==> src/rtl/pe_pkg.sv <==
// Shared types and helpers for the streaming multiply-accumulate processing element.
// Bound helpers return a wide vector; callers slice off the low ACC_W bits.
package pe_pkg;

  typedef enum logic [0:0] {
    EMPTY = 1'b0,
    ACCUM = 1'b1
  } acc_state_t;

  localparam int PE_MAX_W = 128;

  function automatic logic [PE_MAX_W-1:0] max_signed(input int w);
    return (PE_MAX_W'(1) << (w - 1)) - PE_MAX_W'(1);
  endfunction

  function automatic logic [PE_MAX_W-1:0] min_signed(input int w);
    return PE_MAX_W'(1) << (w - 1);
  endfunction

  function automatic logic [PE_MAX_W-1:0] max_unsigned(input int w);
    return (PE_MAX_W'(1) << w) - PE_MAX_W'(1);
  endfunction

  // The accumulator must hold at least one full-width product.
  function automatic bit widths_ok(input int acc_w, input int data_w);
    return acc_w >= 2 * data_w;
  endfunction

endpackage

==> src/rtl/pe_sat_add.sv <==
// Combinational accumulate step: extend the product, add at ACC_W+1 bits,
// detect overflow and either clamp to the nearest bound or wrap.
module pe_sat_add
  import pe_pkg::*;
#(
  parameter int PROD_W = 16,
  parameter int ACC_W  = 32,
  parameter bit SAT_EN = 1'b1
) (
  input  logic              i_signed,
  input  logic [ACC_W-1:0]  i_acc,
  input  logic [PROD_W-1:0] i_prod,
  output logic [ACC_W-1:0]  o_sum,
  output logic              o_ovf
);

  localparam logic [PE_MAX_W-1:0] L_SMAX_WIDE = max_signed(ACC_W);
  localparam logic [PE_MAX_W-1:0] L_SMIN_WIDE = min_signed(ACC_W);
  localparam logic [PE_MAX_W-1:0] L_UMAX_WIDE = max_unsigned(ACC_W);
  localparam logic [ACC_W-1:0]    L_SMAX      = L_SMAX_WIDE[ACC_W-1:0];
  localparam logic [ACC_W-1:0]    L_SMIN      = L_SMIN_WIDE[ACC_W-1:0];
  localparam logic [ACC_W-1:0]    L_UMAX      = L_UMAX_WIDE[ACC_W-1:0];

  logic [ACC_W-1:0] w_prod_ext;
  logic [ACC_W:0]   w_sum_wide;
  logic [ACC_W-1:0] w_clamp;
  logic             w_ovf;

  if (ACC_W > PROD_W) begin : g_ext
    assign w_prod_ext = {{(ACC_W-PROD_W){i_signed & i_prod[PROD_W-1]}}, i_prod};
  end else begin : g_noext
    assign w_prod_ext = i_prod[ACC_W-1:0];
  end

  assign w_sum_wide = {i_signed & i_acc[ACC_W-1], i_acc}
                    + {i_signed & w_prod_ext[ACC_W-1], w_prod_ext};

  // Signed: the two top bits disagree when the sum leaves the ACC_W range.
  assign w_ovf   = i_signed ? (w_sum_wide[ACC_W] ^ w_sum_wide[ACC_W-1]) : w_sum_wide[ACC_W];
  assign w_clamp = !i_signed ? L_UMAX : (w_sum_wide[ACC_W] ? L_SMIN : L_SMAX);

  assign o_sum = (SAT_EN && w_ovf) ? w_clamp : w_sum_wide[ACC_W-1:0];
  assign o_ovf = w_ovf;

endmodule

==> src/rtl/pe_mac_stream.sv <==
// Systolic MAC processing element with configurable widths, signed/unsigned mode,
// optional saturation, stream framing and a ready/valid result register.
module pe_mac_stream
  import pe_pkg::*;
#(
  parameter int DATA_W = 8,
  parameter int ACC_W  = 32,
  parameter int CNT_W  = 16,
  parameter bit SAT_EN = 1'b1
) (
  input  logic              clk,
  input  logic              rst,
  input  logic              mode_signed,
  input  logic              fire,
  input  logic              in_last,
  input  logic [DATA_W-1:0] in_w,
  input  logic [DATA_W-1:0] in_a,
  output logic              out_f,
  output logic              out_last,
  output logic [DATA_W-1:0] out_w,
  output logic [DATA_W-1:0] out_a,
  output logic              res_valid,
  input  logic              res_ready,
  output logic [ACC_W-1:0]  res_data,
  output logic [CNT_W-1:0]  res_count,
  output logic              res_ovf,
  output logic              err_overrun
);

  localparam int PROD_W = 2 * DATA_W;

  if (!widths_ok(ACC_W, DATA_W)) begin : g_width_check
    $error("pe_mac_stream: ACC_W must be at least 2*DATA_W");
  end

  acc_state_t        r_state;
  acc_state_t        w_state_next;
  logic [ACC_W-1:0]  r_acc;
  logic [ACC_W-1:0]  w_acc_next;
  logic [CNT_W-1:0]  r_cnt;
  logic [CNT_W-1:0]  w_cnt_next;
  logic [CNT_W-1:0]  w_cnt_inc;
  logic              r_ovf;
  logic              w_ovf_next;

  logic              r_f;
  logic              r_last;
  logic [DATA_W-1:0] r_w;
  logic [DATA_W-1:0] r_a;

  logic              r_res_valid;
  logic [ACC_W-1:0]  r_res_data;
  logic [CNT_W-1:0]  r_res_count;
  logic              r_res_ovf;
  logic              r_err;

  logic [PROD_W-1:0] w_w_ext;
  logic [PROD_W-1:0] w_a_ext;
  logic [PROD_W-1:0] w_prod;
  logic [ACC_W-1:0]  w_sum;
  logic              w_add_ovf;
  logic              w_publish;
  logic [ACC_W-1:0]  w_pub_data;
  logic [CNT_W-1:0]  w_pub_count;
  logic              w_pub_ovf;

  // The low 2*DATA_W bits of the extended product are correct for both modes.
  assign w_w_ext = {{DATA_W{mode_signed & in_w[DATA_W-1]}}, in_w};
  assign w_a_ext = {{DATA_W{mode_signed & in_a[DATA_W-1]}}, in_a};
  assign w_prod  = w_w_ext * w_a_ext;

  pe_sat_add #(
    .PROD_W (PROD_W),
    .ACC_W  (ACC_W),
    .SAT_EN (SAT_EN)
  ) u_sat_add (
    .i_signed (mode_signed),
    .i_acc    (r_acc),
    .i_prod   (w_prod),
    .o_sum    (w_sum),
    .o_ovf    (w_add_ovf)
  );

  assign w_cnt_inc = (r_cnt == {CNT_W{1'b1}}) ? r_cnt : r_cnt + CNT_W'(1);

  always_ff @(posedge clk) begin
    if (rst) begin
      r_state <= EMPTY;
      r_acc   <= '0;
      r_cnt   <= '0;
      r_ovf   <= 1'b0;
    end else begin
      r_state <= w_state_next;
      r_acc   <= w_acc_next;
      r_cnt   <= w_cnt_next;
      r_ovf   <= w_ovf_next;
    end
  end

  // In EMPTY the accumulator is zero, so the shared adder simply passes the product.
  always_comb begin
    w_state_next = r_state;
    w_acc_next   = r_acc;
    w_cnt_next   = r_cnt;
    w_ovf_next   = r_ovf;
    w_publish    = 1'b0;
    w_pub_data   = w_sum;
    w_pub_count  = w_cnt_inc;
    w_pub_ovf    = r_ovf | w_add_ovf;
    case (r_state)
      EMPTY: begin
        if (fire) begin
          if (in_last) begin
            w_publish = 1'b1;
          end else begin
            w_state_next = ACCUM;
            w_acc_next   = w_sum;
            w_cnt_next   = w_cnt_inc;
            w_ovf_next   = r_ovf | w_add_ovf;
          end
        end
      end
      ACCUM: begin
        if (fire) begin
          if (in_last) begin
            w_publish    = 1'b1;
            w_state_next = EMPTY;
            w_acc_next   = '0;
            w_cnt_next   = '0;
            w_ovf_next   = 1'b0;
          end else begin
            w_acc_next = w_sum;
            w_cnt_next = w_cnt_inc;
            w_ovf_next = r_ovf | w_add_ovf;
          end
        end
      end
      default: w_state_next = EMPTY;
    endcase
  end

  always_ff @(posedge clk) begin
    if (rst) begin
      r_f    <= 1'b0;
      r_last <= 1'b0;
      r_w    <= '0;
      r_a    <= '0;
    end else begin
      r_f    <= fire;
      r_last <= fire & in_last;
      r_w    <= in_w;
      r_a    <= in_a;
    end
  end

  // Result slot: a publish always wins; overrun only when the old result was unclaimed.
  always_ff @(posedge clk) begin
    if (rst) begin
      r_res_valid <= 1'b0;
      r_res_data  <= '0;
      r_res_count <= '0;
      r_res_ovf   <= 1'b0;
      r_err       <= 1'b0;
    end else if (w_publish) begin
      r_res_valid <= 1'b1;
      r_res_data  <= w_pub_data;
      r_res_count <= w_pub_count;
      r_res_ovf   <= w_pub_ovf;
      if (r_res_valid && !res_ready) begin
        r_err <= 1'b1;
      end
    end else if (res_ready) begin
      r_res_valid <= 1'b0;
    end
  end

  assign out_f       = r_f;
  assign out_last    = r_last;
  assign out_w       = r_w;
  assign out_a       = r_a;
  assign res_valid   = r_res_valid;
  assign res_data    = r_res_data;
  assign res_count   = r_res_count;
  assign res_ovf     = r_res_ovf;
  assign err_overrun = r_err;

endmodule

==> config.mk <==
export PLATFORM = sky130hd
export DESIGN_NAME = pe_mac_stream
export DESIGN_NICKNAME = d
export VERILOG_FILES = /design/src/rtl/pe_pkg.sv /design/src/rtl/pe_sat_add.sv /design/src/rtl/pe_mac_stream.sv
export SDC_FILE = /design/constraint.sdc
export NUM_CORES = 1
export LEC_CHECK = 0
export BUFFER_PORTS_ARGS = -buffer_cell sky130_fd_sc_hd__buf_2
export CORE_MARGIN = 2
export CORE_UTILIZATION = 25
export DETAILED_ROUTE_END_ITERATION = 10
export PLACE_DENSITY = 0.41
export SETUP_SLACK_MARGIN = 0.2
export SYNTH_ARGS = -nofsm -noshare
export SYNTH_HDL_FRONTEND = slang
export SYNTH_HIERARCHICAL = 1
export SYNTH_SLANG_ARGS = --single-unit
==> constraint.sdc <==
create_clock -name clk -period 9.3 [get_ports clk]
set_input_delay 0.465 -clock clk [delete_from_list [all_inputs] [get_ports clk]]
set_output_delay 0.465 -clock clk [all_outputs]
set_load 0.1 [all_outputs]
# Word level (Yosys, flattened, before mapping)
# Cells that the tools add are included.
# totals
romBits,0
input_bits,22
ff_bits,119
latchBits,0
n_memories,0
wordCells,62
ramBits,0
# classes
n_mux,28
n_lt_le_gt_ge,0
n_shift,0
multipliers,1
div,0
reduce_logical,5
n_bitwise,9
n_addsub,2
n_eq_ne,4
# ops
operator,n
$mux W32,7
$mux W16,5
$pmux W32 S2,1
$add A33 B33 Y33,1
$pmux W16 S2,1
$add A16 B1 Y16 const B,1
$eq A16 B16 Y1 const B,1
$mul A9 B9 Y16,1
$mux W1,12
$and A1 B1 Y1,6
$ne A2 B2 Y1 const B,3
$pmux W1 S2,2
$reduce_and A3 Y1,1
$reduce_and A2 Y1,1
$reduce_bool A2 Y1,1
$logic_and A1 B1 Y1,1
$logic_not A1 Y1,1
$not A1 Y1,1
$or A1 B1 Y1,1
$xor A1 B1 Y1,1

# Logic depth before layout (Yosys ltp)
# logic_depth
word_depth,11
ltp_mapped,32
mapped_depth_nobuf,29

# By module
# The synthesis kept the hierarchy.
# by_module_without_submodules
mod,seq_area_each_um2,area_each_um2,n_inst,cells_per_inst
pe_mac_stream,2382.3,7188.1,1,812
pe_sat_add,0.0,2149.6,1,301

# Worst setup path before layout
# OpenSTA, ideal clock, no wires.
# synth_path
kind,input to register
from,input in_a[7]
to,register r_acc[12]
t_arrival_ns,7.289
slack_ns,1.884
cell_stages,28
cell_sequence,clkbuf_1 > nand2_1 > or2_2 > fa_1 > fa_1 > inv_1 > fa_1 > fa_1 > inv_1 > fa_1 > inv_1 > ha_1 > o21ai_0 > o21ai_0 > a2111o_1 > o311ai_0 > ha_1 > and4_1 > o2111a_1 > a22o_1 > a211o_1 > a21o_2 > and3_1 > o21ai_2 > buf_2 > o21ai_2 > a22oi_1 > nor2_1
# synth_between
word_cells_on_any_way,15
classes_between,1 x add/sub; 1 x mul; 9 x mux; 4 x bitwise
# synth_lines
item,line_no,source
from (decl),pe_mac_stream.sv:17,"input logic [DATA_W-1:0] in_a,"
$and A1 B1 Y1,pe_mac_stream.sv:69,"assign w_a_ext = {{DATA_W{mode_signed & in_a[DATA_W-1]}}, in_a};"
$mul A9 B9 Y16 *,pe_mac_stream.sv:70,assign w_prod = w_w_ext * w_a_ext;
via w_prod[14],pe_mac_stream.sv:59,logic [PROD_W-1:0] w_prod;
$add A33 B33 Y33 *,pe_sat_add.sv:36,"+ {i_signed & w_prod_ext[ACC_W-1], w_prod_ext};"
$mux W32 / $xor A1 B1 Y1 (equally long branches),"pe_sat_add.sv:40, pe_sat_add.sv:39",
$mux W32 / $mux W1 (equally long branches),"pe_sat_add.sv:40, pe_sat_add.sv:39",
$mux W32 *,pe_sat_add.sv:42,assign o_sum = (SAT_EN && w_ovf) ? w_clamp : w_sum_wide[ACC_W-1:0];
via w_pub_data[12],pe_mac_stream.sv:63,logic [ACC_W-1:0] w_pub_data;
$mux W32 (on tied branches),"pe_mac_stream.sv:125, pe_mac_stream.sv:113",
$mux W32 (on tied branches),"pe_mac_stream.sv:124, pe_mac_stream.sv:112",
$pmux W32 S2 *,pe_mac_stream.sv:110,case (r_state)
to (signal assigned),pe_mac_stream.sv:94,r_acc <= w_acc_next;
to (decl),pe_mac_stream.sv:38,logic [ACC_W-1:0] r_acc;
# The timed path passes the listed nets; every way through them passes the cells marked *. The select of a mux whose other input is x is not followed.
# A chain may end at the register's enable or synchronous reset.

# Final worst setup path
# layout_path
from,input mode_signed
to,register r_acc[29]
# layout_between
elab_chain_cells,11
word_cells_on_any_way,17
classes_between,1 x add/sub; 1 x mul; 9 x mux; 6 x bitwise
# layout_lines
item,line_no,source
from (decl),pe_mac_stream.sv:13,"input logic mode_signed,"
$and A1 B1 Y1 (on tied branches),"pe_mac_stream.sv:68, pe_mac_stream.sv:69",
$mul A9 B9 Y16 *,pe_mac_stream.sv:70,
via w_prod[15],pe_mac_stream.sv:59,
$and A1 B1 Y1,pe_sat_add.sv:30,"assign w_prod_ext = {{(ACC_W-PROD_W){i_signed & i_prod[PROD_W-1]}}, i_prod};"
$and A1 B1 Y1,pe_sat_add.sv:36,
$add A33 B33 Y33 *,pe_sat_add.sv:36,
$mux W32 / $xor A1 B1 Y1 (equally long branches),"pe_sat_add.sv:40, pe_sat_add.sv:39",
$mux W32 / $mux W1 (equally long branches),"pe_sat_add.sv:40, pe_sat_add.sv:39",
$mux W32 *,pe_sat_add.sv:42,
via w_pub_data[29],pe_mac_stream.sv:63,
$mux W32 (on tied branches),"pe_mac_stream.sv:125, pe_mac_stream.sv:113",
$mux W32 (on tied branches),"pe_mac_stream.sv:124, pe_mac_stream.sv:112",
$pmux W32 S2 *,pe_mac_stream.sv:110,
# Marks and branches as above.

==> flow_metrics.env <==
export IMPL_final_hold_viol_count=0
export IMPL_fin_area_mm2=0.0107
export IMPL_cts_buffer_depth=2
export IMPL_grt_pass1_vias=7992
export IMPL_synth_distinct_cells=82
export IMPL_tns_ps=0
export IMPL_fin_ws_ps=895
export IMPL_fin_skew_ps=11.9
export IMPL_hpwlAfterDp_um=19200
export IMPL_area_delta_synth_final_pct=14.1
export IMPL_antenna_cells=0
export IMPL_cts_hold_buf=0
export IMPL_grt_pass1_wl_um=43900
export IMPL_synthAdderAreaFrac_pct=20.5
export IMPL_place_inst=1604
export IMPL_synth_mux_area_share_pct=0.509
export IMPL_synth_warning_count=6
export IMPL_num_rows=70
export IMPL_cts_sinks=119
export IMPL_path_buf_inv=5
export IMPL_via_per_inst=4.83
export IMPL_drv_cap=0
export IMPL_totalWireLength_um=26600
export IMPL_cts_htree_levels=4
export IMPL_rsz0062_at_grt="no"
export IMPL_max_freq_mhz=119
export IMPL_status="finished, final reports clean"
export IMPL_fin_crit_sh_pct=90.4
export IMPL_drc=0
export IMPL_ys_ff_latch=119
export IMPL_slowest_delay_ps=790
export IMPL_via_count=7903
export IMPL_timing_rr_start="r_acc[0]"
export IMPL_synth_cells=1113
export IMPL_synth_top_family_by_area="simple AND/OR/NAND/NOR gates"
export IMPL_r2r_slack_ps=5680
export IMPL_dpl_worst_slack_ps=468
export IMPL_hold_path_class="input port to flop"
export IMPL_crit_top_cell="fa_1"
export IMPL_stdcell_count=1636
export IMPL_initial_core_util_pct=25.4
export IMPL_yosys_area_share_simple_pct=21.1
export IMPL_antenna_found_initial=1
export IMPL_drive_gt1_share_pct=15.0
export IMPL_seq_area_frac_synth_pct=25.5
export IMPL_synth_fp_nets=1249
export IMPL_postRouteAntennaNets=0
export IMPL_crit_path_end_kind="flop"
export IMPL_clock_insertion_delay_worst_skew_ps=420
export IMPL_nNetsFinal=1291
export IMPL_grt_max_degree=69
export IMPL_pin_count=91
export IMPL_clockRootBuffer="clkbuf_16"
export IMPL_path_depth=27
export IMPL_clkTransAtPathRegs_ps=60
export IMPL_startpoint_type="input port"
export IMPL_finalCriticalPeriod_ps=8410
export IMPL_worstReg2RegEnd="r_acc[29]"
export IMPL_synthArstFlopShare_pct=0
export IMPL_fillCellCount=3970
export IMPL_cp_data_required_time_ps=9590
export IMPL_cts_repair_resize_count=0
export IMPL_synth_compound_area_share_pct=19.9
export IMPL_crit_slowest_cell="xnor2_1"
export IMPL_synth_edf_count=0
export IMPL_worstRegToRegCells=13
export IMPL_wl_per_cell_um=16.2
export IMPL_cp_top_family="adder cells"
export IMPL_multi_input_area_mm2=0.00634
export IMPL_drt_iter0_drc=432
export IMPL_cts_tree="built"
export IMPL_cts_made_buffers=17
export IMPL_die_h_um=197
export IMPL_synth_avg_cell_area_um2=8.39
export IMPL_dieArea_mm2=0.0389
export IMPL_maxSlewViolCount=0
export IMPL_overflow=0
export IMPL_critPathKind="input port to flop"
export IMPL_postPlaceCellArea_mm2=0.0101
export IMPL_dr_pass1_iters=5
export IMPL_synth_ff_type="dfxtp_1"
export IMPL_seq_area_mm2=0.00238
export IMPL_syn_area_mm2=0.00934
export IMPL_place_congestion=0.786
export IMPL_die_x_um=197
export IMPL_coreArea_mm2=0.0367
export IMPL_tightest_slew_ps=959
export IMPL_slew_headroom_pct=35.6
export IMPL_gr_usage_all_layers_pct=14.1
export IMPL_arrival_ps=8690
export IMPL_synth_xor_area_share_pct=5.73
export IMPL_io_buffer_count=90
export IMPL_cts_setup_buffers=0
export IMPL_cp_max_fo=20
export IMPL_finalSetupViolCount=0
export IMPL_endpoint="r_acc[29]"
export IMPL_critPathLaunch="mode_signed"
## synthesized netlist by cell type (8+ instances only)
cell type  number  area, µm²
o21ai_0        18       90.1
nor2_1         81        304
nand2_1       144        541
a21oi_1        69        345
nor3_1         16       80.1
o211ai_1        8       60.1
and3_1         17        106
fa_1           64       1280
nor2b_1        22        138
a211oi_1       13       97.6
and2_1         47        294
a41oi_1        10       87.6
o21ai_1         9       45.0
clkbuf_1       56        210
xor2_1         16        140
a21o_1         13       97.6
a22oi_1        34        255
dfxtp_1       119       2380
ha_1           50        626
xnor2_1        42        368
o21a_1          9       67.6
o21ai_2        20        175
inv_1          71        267
buf_2          10       50.1
nand3_1        15       75.1
a31oi_1        16        100
nand4_1         8       50.1
## sequential cells by signal, indices dropped and copies added (netlist names), 8 cells and up, named ones only
name and cells:
r_cnt 16, res_data 32, r_acc 32, out_a 8, out_w 8, res_count 16
## metrics by stage
step	util, %	hold WS [ps]
2_1_floorplan	-	458
4_1_cts	29.0	312
6_report	29.0	342
5_1_grt	29.0	361
3_3_place_gp	27.5	442
3_5_place_dp	27.5	446
## cells in the final DEF (no fill, tap or decap), types with 7 or more instances in the layout
| cell | netlist | routed |
|---|---|---|
| nor2_1 | 81 | 81 |
| and4_1 | 7 | 7 |
| o21ai_0 | 18 | 18 |
| a41oi_1 | 10 | 10 |
| a211oi_1 | 13 | 13 |
| clkbuf_16 | 0 | 17 |
| xor2_1 | 16 | 16 |
| o21ai_1 | 9 | 8 |
| a21o_1 | 13 | 13 |
| nand2_1 | 144 | 144 |
| buf_2 | 10 | 89 |
| dfxtp_1 | 119 | 119 |
| nand2b_1 | 7 | 7 |
| and3_1 | 17 | 17 |
| a22oi_1 | 34 | 34 |
| a31oi_1 | 16 | 16 |
| o21ai_2 | 20 | 21 |
| nand3_1 | 15 | 15 |
| nand4_1 | 8 | 8 |
| xnor2_1 | 42 | 42 |
| nor3_1 | 16 | 16 |
| nor2b_1 | 22 | 21 |
| buf_4 | 3 | 11 |
| o21a_1 | 9 | 9 |
| inv_1 | 71 | 71 |
| ha_1 | 50 | 50 |
| and2_1 | 47 | 46 |
| a21oi_1 | 69 | 69 |
| o211ai_1 | 8 | 8 |
| fa_1 | 64 | 64 |
## worst min-delay path by stage
stage / slack [ps] / startpoint / endpoint / depth (start not counted)
after floorplan: 460 / r_cnt[11] / r_cnt[11] / 1
after global placement: 440 / res_data[23] / res_data[23] / 2
after detailed placement: 450 / res_data[14] / res_data[14] / 2
after CTS: 310 / res_ready / res_valid / 3
after global routing: 360 / res_ready / res_valid / 3
final: 340 / res_ready / res_valid / 3
## tightest hold or removal path: stages
cell and delay, ps:
buf_2 70, nand2b_1 110, a21oi_1 70
## kinds of logic after synthesis
logic type	Yosys count
buf+inv	149
fa+ha+maj	115
mux	4
flops	119
xor+xnor	59
simple gates	400
compound gates	267
## final cells by class
cell class | instances | area share (%)
well taps | 468 | 5.50
repair buffers | 100 | 4.96
clock inverters | 11 | 0.952
inverters | 72 | 2.56
clock buffers | 21 | 4.14
flip-flops and latches | 119 | 22.4
multi-input cells | 845 | 59.5
## routing by layer
metal  vias to the layer above  share of wire [%]  global-route usage, %
li1                       3936                  -                      -
met1                      3828                 49                   19.4
met2                       114                 46                   22.5
met3                        23                3.3                   2.56
met4                         2                1.4                   4.23
met5                         -              0.049                      0
Power is left out: the tool's default activity adds up to more than one toggle a clock period on the data nets, which glitch-free logic cannot reach.
